<file path="src/rtl/sram_like_arbiter.sv">
// rtl/sram_like_arbiter.sv - one-outstanding arbiter sharing an SRAM-like port between fetch and load/store
// Define ARB_RR_EN for round-robin on simultaneous requests; otherwise data has fixed priority.
module sram_like_arbiter #(
  parameter int AW = 32,
  parameter int DW = 32
) (
  input  logic          clk,
  input  logic          rst,
  input  logic          inst_req,
  input  logic [AW-1:0] inst_addr,
  input  logic          inst_cancel,
  output logic [DW-1:0] inst_rdata,
  output logic          inst_data_ok,
  input  logic          data_req,
  input  logic          data_wr,
  input  logic [1:0]    data_size,
  input  logic [AW-1:0] data_addr,
  input  logic [DW-1:0] data_wdata,
  output logic [DW-1:0] data_rdata,
  output logic          data_data_ok,
  output logic          bus_req,
  output logic          bus_wr,
  output logic [1:0]    bus_size,
  output logic [AW-1:0] bus_addr,
  output logic [DW-1:0] bus_wdata,
  input  logic          bus_addr_ok,
  input  logic          bus_data_ok,
  input  logic [DW-1:0] bus_rdata
);

  typedef enum logic [1:0] {IDLE, REQ, RESP} stateE;
  typedef enum logic {OWN_INST = 1'b0, OWN_DATA = 1'b1} ownerE;

  stateE         state, stateNext;
  ownerE         owner, ownerNext;
  logic          cancelled, cancelledNext;
  logic          busWrQ, busWrNext;
  logic [1:0]    busSizeQ, busSizeNext;
  logic [AW-1:0] busAddrQ, busAddrNext;
  logic [DW-1:0] busWdataQ, busWdataNext;

  logic grantAny;
  logic grantData;
  logic complete;

  assign grantAny = inst_req | data_req;

`ifdef ARB_RR_EN
  ownerE lastGrant;

  // On a collision the side that did not win last time goes first.
  assign grantData = data_req && (!inst_req || (lastGrant == OWN_INST));

  always_ff @(posedge clk or negedge rst) begin
    if (!rst) begin
      lastGrant <= OWN_INST;
    end else if ((state == IDLE) && grantAny) begin
      lastGrant <= grantData ? OWN_DATA : OWN_INST;
    end
  end
`else
  assign grantData = data_req;
`endif

  // A completion is the downstream data_ok seen while a transaction is outstanding.
  assign complete = ((state == REQ) && bus_addr_ok && bus_data_ok) ||
                    ((state == RESP) && bus_data_ok);

  always_ff @(posedge clk or negedge rst) begin
    if (!rst) begin
      state     <= IDLE;
      owner     <= OWN_INST;
      cancelled <= 1'b0;
      busWrQ    <= 1'b0;
      busSizeQ  <= 2'b00;
      busAddrQ  <= '0;
      busWdataQ <= '0;
    end else begin
      state     <= stateNext;
      owner     <= ownerNext;
      cancelled <= cancelledNext;
      busWrQ    <= busWrNext;
      busSizeQ  <= busSizeNext;
      busAddrQ  <= busAddrNext;
      busWdataQ <= busWdataNext;
    end
  end

  always_comb begin
    stateNext     = state;
    ownerNext     = owner;
    cancelledNext = cancelled;
    busWrNext     = busWrQ;
    busSizeNext   = busSizeQ;
    busAddrNext   = busAddrQ;
    busWdataNext  = busWdataQ;

    case (state)
      IDLE: begin
        if (grantAny) begin
          stateNext = REQ;
          if (grantData) begin
            ownerNext    = OWN_DATA;
            busWrNext    = data_wr;
            busSizeNext  = data_size;
            busAddrNext  = data_addr;
            busWdataNext = data_wdata;
          end else begin
            ownerNext    = OWN_INST;
            busWrNext    = 1'b0;
            busSizeNext  = 2'd2;
            busAddrNext  = inst_addr;
            busWdataNext = '0;
          end
        end
      end
      REQ: begin
        if (bus_addr_ok) begin
          stateNext = bus_data_ok ? IDLE : RESP;
        end
      end
      RESP: begin
        if (bus_data_ok) begin
          stateNext = IDLE;
        end
      end
      default: begin
        stateNext = IDLE;
      end
    endcase

    // The flushed fetch still drains on the bus; only its response is dropped.
    if (complete) begin
      cancelledNext = 1'b0;
    end else if (inst_cancel && (owner == OWN_INST) && ((state == REQ) || (state == RESP))) begin
      cancelledNext = 1'b1;
    end
  end

  assign bus_req   = (state == REQ);
  assign bus_wr    = busWrQ;
  assign bus_size  = busSizeQ;
  assign bus_addr  = busAddrQ;
  assign bus_wdata = busWdataQ;

  // A flush landing in the completion cycle itself also hides that response.
  assign inst_data_ok = complete && (owner == OWN_INST) && !cancelled && !inst_cancel;
  assign data_data_ok = complete && (owner == OWN_DATA);
  assign inst_rdata   = bus_rdata;
  assign data_rdata   = bus_rdata;

endmodule

</file>
<file path="config.mk">
export PLATFORM = sky130hd
export DESIGN_NAME = sram_like_arbiter
export DESIGN_NICKNAME = d
export VERILOG_FILES = /design/src/rtl/sram_like_arbiter.sv
export SDC_FILE = /design/constraint.sdc
export NUM_CORES = 1
export LEC_CHECK = 0
export CAP_MARGIN = 20
export CORE_AREA = 2 2 105 107
export DETAILED_ROUTE_END_ITERATION = 6
export DIE_AREA = 0 0 107 109
export DONT_BUFFER_PORTS = 1
export GPL_TIMING_DRIVEN = 0
export SLEW_MARGIN = 20
export SYNTH_ARGS = -nofsm -noshare
export SYNTH_HDL_FRONTEND = slang
export SYNTH_SLANG_ARGS = --single-unit
</file>
<file path="constraint.sdc">
create_clock -name clk -period 2.1 [get_ports clk]
set_input_delay 0.42 -clock clk [delete_from_list [all_inputs] [get_ports clk]]
set_output_delay 0.42 -clock clk [all_outputs]
set_load 0.01 [all_outputs]
</file>
Word level (Yosys, flattened, before mapping)
Cells that the tools add are included.
Storage, ports and cells
  bits in registers: 71
  logic and storage cells: 43
Operators by class
  equality and inequality tests: 5
  muxes and demuxes: 12
  bitwise gates (word level): 2
  reduce and logical (&&, ||, !) cells: 17
Operator list (number)
  2-to-1 mux 32 bit: 2
  2-to-1 mux 2 bit: 5
  logical AND 1 bit: 9
  one-hot mux 2 bit (3 select lines): 1
  2-to-1 mux 1 bit: 4
  inequality test 2 bit (second input constant): 2
  AND reduction 3 bit: 1
  equality test 2 x 1 -> 1 bit (second input constant): 1
  equality test 2 bit (second input constant): 1
  logical NOT 1 bit: 2
  logical NOT 2 bit: 1
  logical OR 1 bit: 2
  inequality test 2 x 1 -> 1 bit (second input constant): 1
  AND reduction 2 bit: 1
  nonzero test 2 bit: 1
  NOT 1 bit: 1
  OR 1 bit: 1

Depth between registers and ports, before layout
  depth after elaboration: 7
  depth in mapped cells: 7
  depth with buffers taken out: 5

Least setup slack after synthesis
No wires, ideal clock.
  path type: register -> output
  start: register state[1]
  end: output port inst_data_ok
  arrival time: 1.237 ns
  data required time: 1.680 ns
  slack: 0.443 ns
  stages on the path, launching flop included: 6
  cell sequence: dfrtp_1 -> inv_1 -> ha_1 -> and2_1 -> o21ai_1 -> nor4_1
Between the ends
  word-level cells in the longest chain between the ends: 7
  elaborated cells on any way between the ends: 9
Ends and longest elaborated chain
  start: declaration: line 34  | stateE state, stateNext;
  start signal: assignment: line 79  | state <= stateNext;
  equality test 2 x 1 -> 1 bit
  net bus_req: line 21  | output logic bus_req,
  logical AND 1 bit (2 in series): line 66  | assign complete = ((state == REQ) && bus_addr_ok && bus_data_ok) ||
  logical OR 1 bit: line 66
  logical AND 1 bit (3 in series): line 147  | assign inst_data_ok = complete && (owner == OWN_INST) && !cancelled && !inst_cancel;
  end: declaration: line 13  | output logic inst_data_ok,
The timed path passes the listed nets, and every way through them passes these cells.

Worst setup path in the final report
Same ends and word-level chain as after synthesis.

==> metrics.md <==
| Metric | Value |
|---|---|
| Via count | `2,597` |
| VDD IR max | `0.4989 mV` |
| Status | `finished clean` |
| Routed Antenna Nets | `0` |
| Area grow syn2layout | `13.86%` |
| Worst slew margin | `69.43%` |
| Grt total ovfl | `0` |
| Mapped Cells | `around 380` |
| Die Width | `~110 um` |
| Clk slew on worst S/H paths | `approximately 80 ps` |
| Final Hold Vio Count | `0` |
| Via-to-Cell Ratio | `between 4 and 5` |
| Sw Share | `approximately two fifths` |
| Post-Place Setup Slack | `310.4 ps` |
| Final Util | `38.40%` |
| Post-Syn Area | `3576 um^2` |
| Worst Hold Depth | `2` |
| Largest net degree at the start of global routing | `72` |
| CP Buf/Inv Count | `1` |
| Syn Nets | `524` |
| Total GRT Usage | `between 10% and 20%` |
| Largest delay contributor family on the critical path | `simple AND/OR/NAND/NOR gates` |
| Max H-tree Level | `3` |
| Vias in the first global route | `2,522` |
| Final min period | `1992 ps` |
| Clock power share | `24.4%` |
| Synth cell types | `23` |
| # DRC | `0` |
| R2R cell count | `6` |
| Number of I/O pins | `272` |
| Leak pwr | `2.094 nW` |
| CP max FO | `3` |
| DIE HEIGHT | `109 um` |
| Arrival time worst endpoint | `1570 ps` |
| P_sw | `2.250 mW` |
| Setup Fix Bufs, Post-CTS | `0` |
| CTS Buf Count | `9` |
| Worst Clk Skew | `10.73 ps` |
| Met2 wire length | `4527 um` |
| # setup viols final | `0` |
| Clock root buffer | `clkbuf_8` |
| Pint | `3.501 mW` |
| CORE AREA | `10,600 um^2` |
| FP Rows | `38` |
| DR top layer | `met4` |
| Final #Nets | `around 540` |
| PnR worst setup slack | `about 110 ps` |
| Syn_area_per_cell | `9.337 um^2` |
| Layout cell share with drive strength beyond 1 | `25.19%` |
| First-pass GRT wire length | `13,320 um` |
| CP peak stage delay | `410 ps` |
| Fill cells | `1,073` |
| Final Max Slew Viols | `0` |
| Critical Path Sink Type | `primary output` |
| CP Depth | `5` |
| Period Utilization, post-route | `between 90 and 100%` |
| Sink Count | `71` |
| Setup CP Type | `reg -> out` |
| Sequential share of power | `47.6%` |
| Startpoint Class | `register` |
| Worst min path class | `in -> reg` |
| Routability-driven placement congestion ratio | `0.7328` |
| Post-route met1 wirelength | `3362 um` |
| Routed WL per cell | `16.48 um` |
| Tightest Pin Transition | `458.6 ps` |
| DR pass1 iterations | `4` |
| Port Buffers | `0` |
| Hpwl dp | `6983 um` |
| Worst-skew pair later-pin latency | `330 ps` |
| Worst EP required | `1680 ps` |
| Synth Warn # | `0` |
| Sequential fraction of the synthesis area | `49.69%` |
| Met3 wire len | `917 um` |
| Slowest cell on crit path | `dfrtp_1` |
| Max-cap check violation count | `0` |
| Antenna violations before repair | `0` |
| Die ar. | `roughly 12,000 um^2` |
| Critical-path cell list | `inv_2 > ha_4 > and2_1 > o21ai_1 > nor4_2` |
| Logic pwr share | `28.0%` |
| WHS | `around 220 ps` |
| Initial Util | `between 30% and 40%` |
| P per Cell Area | `about 1400 nW/um^2` |
| DRT iter0 DRCs | `154` |
| CTS tree | `built` |
| Routed Wire Length | `8914 um` |
| Fmax | `502.0 MHz` |
| #FFs+latches synth | `71` |
| Unrepaired setup endpoints after global routing | `false` |
| Ant diodes | `0` |
| Maximum buffer depth of the clock tree | `2` |
| Setup_tns | `0 ps` |
[cell families after synthesis]
family	after synthesis	synth area share (%)
compound gates	37	5.319
simple gates	149	17.70
mux	33	9.272
buf+inv	90	16.97
flops	71	49.68
fa+ha+maj	3	1.050
[per-layer routing]
| layer | up-vias | GRT usage, % |
|---|---|---|
| li1 | 1216 | - |
| met1 | 1212 | 16.91 |
| met2 | 160 | 26.71 |
| met3 | 9 | 5.260 |
| met4 | 0 | 4.731 |
| met5 | - | 0 |
[stage by stage]
stage	total power, mW	std cells	cell area [um^2]
finish	5.751	541	4071
global route	6.198	541	4071
CTS	5.840	541	4059
detailed placement	4.363	523	3751
global placement	4.275	523	3751
floorplan	3.845	383	3576
[layout by cell type (no fill, tap or decap), types with 2 or more instances in the layout]
master,netlist,routed
buf_2,14,14
bufinv_16,0,3
buf_4,65,65
clkbuf_1,5,5
clkbuf_8,0,12
nor2b_1,3,3
mux2i_1,32,32
dfrtp_1,71,71
nand2_1,105,105
ha_1,3,2
nand3_1,34,34
buf_1,2,2
inv_1,3,2
o21ai_1,35,35
[cell usage after synthesis, drive strengths merged]
library cell	count	area (um^2)
o21a	1	7.510
nor2	1	3.750
mux2	1	11.26
or4b	1	10.01
and2	1	6.260
and3	1	6.260
nand2	105	394.1
nor3b	1	12.51
mux2i	32	320.3
nor4	1	6.260
clkbuf	5	18.77
o31ai	1	7.510
nand3	34	170.2
buf	82	576.8
o21ai	35	175.2
ha	3	37.54
dfrtp	71	1777
nor2b	3	18.77
nor3	1	5.000
inv	3	11.26
[state kept, by name, indices dropped and copies added, names as in the netlist]
signal	count
owner	1
state	2
bus_wdata	32
bus_wr	1
bus_addr	32
bus_size	2
cancelled	1
[final cells by class]
cell class                 count  area [um^2]  share of cell area (%)
sequential                    71         1777                   43.64
buffer                        87        595.6                   14.63
clock inverter                 4        98.84                   2.428
multi-input combinational    222         1211                   29.75
tap                          140        175.2                   4.302
clock buffer                  12        165.2                   4.057
timing repair buffer           2        37.54                  0.9219
inverter                       3        11.26                  0.2766
[power by group through the flow]
stage / combinational [mW] / sequential (mW) / clock [mW]
CTS: 1.62 / 2.75 / 1.46
finish: 1.61 / 2.74 / 1.41
global placement: 1.53 / 2.75 / 0
floorplan: 1.25 / 2.60 / 0
detailed placement: 1.60 / 2.77 / 0
global route: 1.86 / 2.82 / 1.52
[what timing repair did]
item,CTS,global route
hold buffers,2,0
endpoints found under the hold margin,71,0
gates resized for setup,1,3
setup endpoints to repair,1,1
pin swaps,0,1
[final timing paths]
kind,startpoint,end,slack [ps]
max reg2reg,state[0]$_DFFE_PN0P_,state[0]$_DFFE_PN0P_,370
max in group asynchronous,rst,bus_addr[28]$_DFFE_PN0P_,1160
max,state[1]$_DFFE_PN0P_,inst_data_ok,110
min reg2reg,cancelled$_DFFE_PN0P_,cancelled$_DFFE_PN0P_,520
min,data_wdata[24],bus_wdata[24]$_DFFE_PN0P_,220
min in group asynchronous,rst,bus_wdata[16]$_DFFE_PN0P_,640
Power figures use the tool's default switching activity.
